File: src/rtl/prio_irq_arbiter.sv
// Captures request lines into a pending register and offers one winner (fixed priority or round-robin).
// Latency: request sampled at edge t is pending at t and offered after t+1; the offer holds stable until ready_i claims it.
module prio_irq_arbiter #(
    parameter int N_REQ     = 16,
    parameter int IDX_W     = $clog2(N_REQ),
    parameter bit RR_MODE   = 1'b0,
    parameter bit EDGE_MODE = 1'b1
) (
    input  logic             clk_i,
    input  logic             rst_ni,
    input  logic [N_REQ-1:0] req_i,
    input  logic [N_REQ-1:0] mask_i,
    input  logic             ready_i,
    output logic             valid_o,
    output logic [IDX_W-1:0] idx_o,
    output logic [N_REQ-1:0] onehot_o,
    output logic [N_REQ-1:0] pending_o,
    output logic             lost_o
);

    typedef enum logic {
        IDLE,
        OFFER
    } state_t;

    localparam logic [N_REQ-1:0] ONE = {{(N_REQ-1){1'b0}}, 1'b1};

    state_t           state_q, state_d;
    logic [N_REQ-1:0] req_q;
    logic [N_REQ-1:0] pending_q;
    logic [N_REQ-1:0] onehot_q;
    logic [IDX_W-1:0] idx_q;
    logic [IDX_W-1:0] rr_last;
    logic             lost_q;

    logic [N_REQ-1:0] set_vec;
    logic [N_REQ-1:0] clear_vec;
    logic [N_REQ-1:0] elig;
    logic [N_REQ-1:0] cand;
    logic [IDX_W-1:0] win_idx;
    logic             claim;
    logic             load;

    assign set_vec   = EDGE_MODE ? (req_i & ~req_q) : req_i;
    assign claim     = (state_q == OFFER) && ready_i;
    assign clear_vec = claim ? onehot_q : '0;
    assign elig      = pending_q & mask_i;

    always_comb begin
        state_d = state_q;
        load    = 1'b0;
        cand    = elig;
        case (state_q)
            IDLE: begin
                if (|elig) begin
                    load    = 1'b1;
                    state_d = OFFER;
                end
            end
            OFFER: begin
                // The offered source is excluded so a claim hands over to the next one without a bubble.
                if (ready_i) begin
                    cand = elig & ~onehot_q;
                    if (|cand) begin
                        load = 1'b1;
                    end else begin
                        state_d = IDLE;
                    end
                end
            end
            default: state_d = IDLE;
        endcase
    end

    // Rank 0 is searched first; round-robin starts just below the last claimed index and wraps.
    always_comb begin
        int rank;
        int best_rank;
        rank      = 0;
        best_rank = N_REQ;
        win_idx   = '0;
        for (int j = 0; j < N_REQ; j++) begin
            rank = RR_MODE ? (int'(rr_last) - 1 - j) : (N_REQ - 1 - j);
            if (rank < 0) begin
                rank = rank + N_REQ;
            end
            if (cand[j] && (rank < best_rank)) begin
                best_rank = rank;
                win_idx   = IDX_W'(j);
            end
        end
    end

    always_ff @(posedge clk_i or negedge rst_ni) begin
        if (!rst_ni) begin
            state_q <= IDLE;
        end else begin
            state_q <= state_d;
        end
    end

    always_ff @(posedge clk_i or negedge rst_ni) begin
        if (!rst_ni) begin
            req_q     <= '0;
            pending_q <= '0;
            onehot_q  <= '0;
            idx_q     <= '0;
            rr_last   <= '0;
            lost_q    <= 1'b0;
        end else begin
            req_q     <= req_i;
            // A new set on a bit being claimed this cycle re-pends it.
            pending_q <= (pending_q & ~clear_vec) | set_vec;
            lost_q    <= EDGE_MODE && (|(set_vec & pending_q & ~clear_vec));
            if (load) begin
                idx_q    <= win_idx;
                onehot_q <= ONE << win_idx;
            end
            if (claim) begin
                rr_last <= idx_q;
            end
        end
    end

    assign valid_o   = (state_q == OFFER);
    assign idx_o     = idx_q;
    assign onehot_o  = valid_o ? onehot_q : '0;
    assign pending_o = pending_q;
    assign lost_o    = lost_q;

endmodule
File: config.mk
export PLATFORM = sky130hd
export DESIGN_NAME = prio_irq_arbiter
export DESIGN_NICKNAME = d
export VERILOG_FILES = /design/src/rtl/prio_irq_arbiter.sv
export SDC_FILE = /design/constraint.sdc
export NUM_CORES = 1
export LEC_CHECK = 0
export ABC_AREA = 1
export CAP_MARGIN = 15
export CORE_UTILIZATION = 48
export DETAILED_ROUTE_END_ITERATION = 8
export PLACE_DENSITY = 0.8
export SETUP_SLACK_MARGIN = 0.15
export SYNTH_ARGS = -nofsm -noshare
export SYNTH_HDL_FRONTEND = slang
export SYNTH_SLANG_ARGS = --single-unit
File: constraint.sdc
create_clock -name clk_i -period 2.2 [get_ports clk_i]
set_input_delay 0.44 -clock clk_i [delete_from_list [all_inputs] [get_ports clk_i]]
set_output_delay 0.44 -clock clk_i [all_outputs]
set_load 0.1 [all_outputs]
* Yosys cells after proc, flatten, opt, wreduce, memory -nomap -nowiden
Cells that the tools add are included.
** Storage, ports and cells
- Bits of input ports :: 35
- Logic and storage cells :: 92
- Output and inout bits :: 38
- Register bits :: 54
** Operators by class
- Bitwise logic cells :: 11
- Reduce and logical (&&, ||, !) cells :: 19
- Order comparisons :: 15
- Mux-type cells :: 40
- Shifts and indexed selects :: 1
** Operator list (count)
- two-way mux 32 bit :: 14
- less-than comparator 5 x 32 -> 1 bit (first input constant) :: 7
- less-than comparator 4 x 32 -> 1 bit (first input constant) :: 4
- AND 16 bit :: 6
- less-than comparator 3 x 32 -> 1 bit (first input constant) :: 2
- two-way mux 16 bit :: 4
- two-way mux 4 bit :: 14
- inverter 16 bit :: 3
- OR reduction 16 bit :: 3
- less-than comparator 1 x 32 -> 1 bit (first input constant) :: 1
- less-than comparator 2 x 32 -> 1 bit (first input constant) :: 1
- logical AND 1 bit :: 16
- OR 16 bit :: 1
- left shift 1 x 4 -> 16 bit (first input constant) :: 1
- two-way mux 1 bit :: 5
- two-way mux 5 bit :: 1
- one-hot mux 1 bit (2 select lines) :: 2
- inverter 1 bit :: 1

* Longest topological paths before layout
- Depth in word-level cells :: 51
- Depth in mapped cells :: 20

* Least setup slack after synthesis
No wires, ideal clock.
- Kind :: register -> output
- From :: register state_q (netlist: valid_o)
- To :: output port onehot_o[10]
- Path slack :: -0.508 ns
- Stages on the path, launching flop included :: 5
- Path buffers :: 2
- Arrival :: 2.268 ns
- Data required time :: 1.760 ns
- Cell sequence :: dfrtp_1 > clkbuf_1 > clkbuf_1 > nand2_1 > inv_1
** Between the ends
- Longest elaborated chain between the ends :: 1
** RTL lines
- start: declaration :: RTL line 28 : state_t state_q, state_d;
- start signal: assignment :: RTL line 98 : state_q <= state_d;
- two-way mux 16 bit :: RTL line 127 : assign onehot_o = valid_o ? onehot_q : '0;
- end: declaration :: RTL line 16 : output logic [N_REQ-1:0] onehot_o,
No other way between the ends.

* Worst setup path in the final report
- From :: register state_q (netlist: valid_o)
- To :: register onehot_q[6]
** Between the ends
- Longest elaborated chain between the ends :: 48
- Elaborated cells between the ends (all ways) :: 64
- Those cells by class :: order compare (15); shift (1); mux (32); bitwise (1); reduce/logical (15)
** RTL lines
- two-way mux 16 bit :: RTL line 53 : case (state_q)
- two-way mux 5 bit :: RTL line 87 : if (cand[j] && (rank < best_rank)) begin
- less-than comparator 5 x 32 -> 1 bit :: RTL line 87
- logical AND 1 bit :: RTL line 87
- two-way mux 32 bit :: RTL line 87
- less-than comparator 5 x 32 -> 1 bit :: RTL line 87
- logical AND 1 bit :: RTL line 87
- two-way mux 32 bit :: RTL line 87
- [... 32 more ...]
- two-way mux 32 bit :: RTL line 87
- less-than comparator 2 x 32 -> 1 bit :: RTL line 87
- logical AND 1 bit :: RTL line 87
- two-way mux 32 bit :: RTL line 87
- less-than comparator 1 x 32 -> 1 bit :: RTL line 87
- logical AND 1 bit :: RTL line 87
- two-way mux 4 bit :: RTL line 87
- left shift 1 x 4 -> 16 bit :: RTL line 117 : onehot_q <= ONE << win_idx;
- end signal: assignment :: RTL line 117
- end: declaration :: RTL line 31 : logic [N_REQ-1:0] onehot_q;
Parallel ways exist; a longest one is shown, timed or not.
A chain may end at the register's enable or synchronous reset.

==> insert_results.sql <==
INSERT INTO impl_metrics (metric_group, metric, value, unit) VALUES
('outcome', 'status', 'finished, final reports clean', ''),
('yosys', 'synth-seq-area-share', '50.6', '%'),
('routing', 'drc', '0', ''),
('global_routing', 'initial_antenna_violation_count', '0', ''),
('power', 'sw_frac_of_total', '49.2', '%'),
('timing', 'max_clock_freq', '0.485', 'GHz'),
('placed_design', 'gp_routability_congestion', '0.959', ''),
('yosys', 'synth_seq_cells', '54', ''),
('setup_path', 'critPathArrivalTime', '2.28', 'ns'),
('floorplan', 'initial_core_util', '51.0', '%'),
('timing', 'finalWorstSetupSlack', '0.139', 'ns'),
('finish', 'layout_common_cells', 'sky130_fd_sc_hd__nand2_1, sky130_fd_sc_hd__buf_4, sky130_fd_sc_hd__inv_1', ''),
('timing', 'final.period_utilization', '93.7', '%'),
('yosys', 'yosysTopAreaCellShare', '50.6', '%'),
('global_routing', 'grt_start_max_net_pins', '29', ''),
('finish', 'num-nets-final', '499', ''),
('yosys', 'syn-num-nets', '368', ''),
('cts', 'clock_sinks', '54', ''),
('timing', 'final.hold.worst_slack', '0.158', 'ns'),
('timing', 'finalSetupViolations', '0', ''),
('power', 'p_switching', '2.09', 'mW'),
('global_routing', 'grt_overflow_total', '0', ''),
('cts', 'clock_path_buffers', '2', ''),
('routing', 'initialDrtViolationCount', '176', ''),
('cts', 'cts.root.buffer_cell', 'sky130_fd_sc_hd__clkbuf_8', ''),
('timing', 'worst_slew_pin_slew', '0.646', 'ns'),
('placed_design', 'place.port_buffers', '72', ''),
('floorplan', 'fp-row-count', '26', ''),
('cts', 'cts_inserted_buffers', '5', ''),
('routing', 'detail_route.vias_per_cell', '5.28', ''),
('global_routing', 'first_global_vias', '2820', ''),
('floorplan', 'die_y', '76.6', 'um'),
('setup_path', 'setup.worst_path.start_class', 'register', ''),
('setup_path', 'highest_net_fanout_along_the_worst_path', '6', ''),
('routing', 'route.final.wire_length', '8850', 'um'),
('timing', 'setup_repair_after_global_routing_missed_its_margin', 'true', ''),
('finish', 'antenna_cells', '0', ''),
('yosys', 'synth_largest_area_cell', 'sky130_fd_sc_hd__dfrtp_1', ''),
('placed_design', 'place_worst_setup_slack', '-0.360', 'ns'),
('yosys', 'synth_area_leaders', 'sky130_fd_sc_hd__dfrtp_1, sky130_fd_sc_hd__nand2_1, sky130_fd_sc_hd__inv_1', ''),
('timing', 'relSlewSlack', '56.9', '%'),
('global_routing', 'global_route_wire_length_before_repair', '13800', 'um'),
('routing', 'detailroute.via_count', '2821', ''),
('floorplan', 'floorplan.die_area', '5870', 'um2'),
('cts', 'cts_tree', 'done', ''),
('timing', 'finalCriticalPeriod', '2.06', 'ns'),
('placed_design', 'placed_area', '4020', 'um2'),
('min_path', 'hp_class', 'primary input to async pin', ''),
('power', 'p_leak', '2.04', 'nW'),
('timing', 'final-max-slew-violation-count', '0', ''),
('routing', 'antenna_violating_nets_post_route', '0', ''),
('timing', 'finalHoldViolCount', '0', ''),
('yosys', 'synth.avg_cell_area', '8.03', 'um2'),
('global_routing', 'grt_util_all_layers', '30.7', '%'),
('cts', 'ctsHtreeMaxLevel', '2', ''),
('power', 'p_seq_share', '30.3', '%'),
('power', 'fin_total_pwr', '4.24', 'mW'),
('floorplan', 'design.core.area', '5240', 'um2'),
('finish', 'finish.instance_area', '4330', 'um2'),
('run', 'max-cap-violations', '0', ''),
('floorplan', 'io_pins', '73', ''),
('power', 'power.clock.fraction', '12.4', '%'),
('timing', 'clock-skew-final', '0.00678', 'ns'),
('cts', 'worst_skew_pair.late_latency', '0.30', 'ns'),
('power', 'pwr_dens', '980', 'nW/um2'),
('placed_design', 'dpl.hpwl', '6710', 'um'),
('floorplan', 'floorplan.die.width', '76.6', 'um'),
('finish', 'layout-drive-gt1-share', '39.0', '%'),
('routing', 'route.detailed.wl_per_inst', '16.6', 'um'),
('cts', 'worst_setup_hold_path_clk_slew', '0.10', 'ns'),
('yosys', 'synth_cell_type_count', '27', ''),
('power', 'combinationalPowerShare', '57.3', '%'),
('finish', 'layout.cells.most_common', 'sky130_fd_sc_hd__nand2_1', ''),
('power', 'p_int', '2.15', 'mW'),
('yosys', 'mappedNetlistArea', '2670', 'um2'),
('routing', 'drt_pre_antenna_iters', '5', ''),
('timing', 'setup_tns', '0', 'ns'),
('finish', 'layout-area-overhead-vs-synth', '61.8', '%'),
('yosys', 'yosys_warnings', '0', ''),
('yosys', 'synth_cells', '333', ''),
('setup_path', 'crit_path_category', 'register to register', ''),
('power', 'irDropWorstVdd', '1050', 'uV'),
('setup_path', 'kind_of_capture_point_of_the_worst_setup_path', 'register', ''),
('setup_path', 'cp.required', '2.42', 'ns');
==> power groups by stage <==
stage / sequential (mW) / combinational [mW] / clock (mW)
after floorplan: 1.84 / 0.876 / 0
after global placement: 1.29 / 2.26 / 0
after detailed placement: 1.29 / 2.30 / 0
after CTS: 1.27 / 2.31 / 0.531
after global routing: 1.30 / 2.55 / 0.566
final: 1.29 / 2.43 / 0.525
==> state kept, by name (all words and copies together) (netlist names) <==
name	cells
valid_o	1
req_q	16
pending_o	16
onehot_q	16
lost_o	1
idx_o	4
==> logic make-up after synthesis <==
| group | share of synthesized area (%) |
|---|---|
| and+or+nand+nor | 26.9 |
| buffers and inverters | 9.88 |
| DFF | 50.6 |
| AOI/OAI and AO/OA | 12.7 |
==> worst paths after layout <==
kind | cells past startpoint | slack (ns) | start | to
setup reg to reg | 18 | 0.14 | valid_o | onehot_q[6]
setup / recovery | 18 | 0.14 | valid_o | onehot_q[6]
min in group clk_i | 1 | 0.48 | req_q[1] | pending_o[1]
hold reg to reg | 1 | 0.48 | req_q[1] | pending_o[1]
max in group asynchronous | 2 | 1.46 | rst_ni | pending_o[10]
hold / removal | 1 | 0.16 | rst_ni | pending_o[7]
==> critical path: stages, from the launching register on <==
cell and delay, ns:
sky130_fd_sc_hd__dfrtp_4 0.54, sky130_fd_sc_hd__buf_12 0.15, sky130_fd_sc_hd__nand3_2 0.07, sky130_fd_sc_hd__nand2_2 0.07
sky130_fd_sc_hd__nand2_2 0.08, sky130_fd_sc_hd__nand2_2 0.06, sky130_fd_sc_hd__nand2_2 0.06, sky130_fd_sc_hd__nand2_1 0.04
sky130_fd_sc_hd__nand2_1 0.05, sky130_fd_sc_hd__nand2_1 0.05, sky130_fd_sc_hd__nand2_1 0.05, sky130_fd_sc_hd__nand2_1 0.05
sky130_fd_sc_hd__nand2_1 0.05, sky130_fd_sc_hd__nand2_1 0.04, sky130_fd_sc_hd__nand2_1 0.07, sky130_fd_sc_hd__nand2_2 0.10
sky130_fd_sc_hd__nand2_4 0.15, sky130_fd_sc_hd__nand4_2 0.12, sky130_fd_sc_hd__o21bai_1 0.17
==> cells in the mapped netlist <==
cell                        instances
sky130_fd_sc_hd__or3_1              1
sky130_fd_sc_hd__o21bai_1           4
sky130_fd_sc_hd__o22ai_1           14
sky130_fd_sc_hd__nor2_1            11
sky130_fd_sc_hd__nand2_4            2
sky130_fd_sc_hd__nor2_2             1
sky130_fd_sc_hd__nand2_1          106
sky130_fd_sc_hd__o41ai_1            1
sky130_fd_sc_hd__buf_2              1
sky130_fd_sc_hd__a22o_1             3
sky130_fd_sc_hd__nand2_2            5
sky130_fd_sc_hd__o21ai_4            1
sky130_fd_sc_hd__inv_1             61
sky130_fd_sc_hd__nand4_1           11
sky130_fd_sc_hd__nand3_1           15
sky130_fd_sc_hd__o21ai_2            9
sky130_fd_sc_hd__a31oi_1            2
sky130_fd_sc_hd__dfrtp_1           54
sky130_fd_sc_hd__o21ai_0            9
sky130_fd_sc_hd__o2111ai_1          1
sky130_fd_sc_hd__inv_2              5
sky130_fd_sc_hd__nor3_1             1
sky130_fd_sc_hd__nand3_2            2
sky130_fd_sc_hd__o21ai_1            5
sky130_fd_sc_hd__nand4_2            2
sky130_fd_sc_hd__clkbuf_1           3
sky130_fd_sc_hd__nor4_1             3
==> per-layer routing <==
layer	vias to the layer above	global-route usage [%]	wire length, um
met5	-	0	0
met4	0	7.88	172
met3	18	4.19	493
met2	129	54.1	4530
met1	1345	39.7	3650
li1	1329	-	-
==> stage by stage <==
step           instances  util [%]
2_1_floorplan        333         -
3_3_place_gp         520      76.8
3_5_place_dp         520      76.8
4_1_cts              527      78.5
5_1_grt              534      82.6
6_report             534      82.6
==> area by class of cell <==
type	instances	area (um2)
Sequential cell	54	1380
Timing Repair Buffer	128	1300
Multi-Input combinational cell	209	1190
Fill cell	330	912
Inverter	66	292
Tap cell	70	87.6
Clock buffer	5	68.8
Clock inverter	2	10.0
==> timing repair <==
item                                    CTS  global route
gates cloned                              0             1
hold endpoints to repair                  0             0
resized for setup                         3            37
hold buffers                              0             0
setup buffers                             0             6
pin swaps                                 0            13
endpoints found under the setup margin   16            18
No activity file was read; power rests on OpenSTA's default activity.
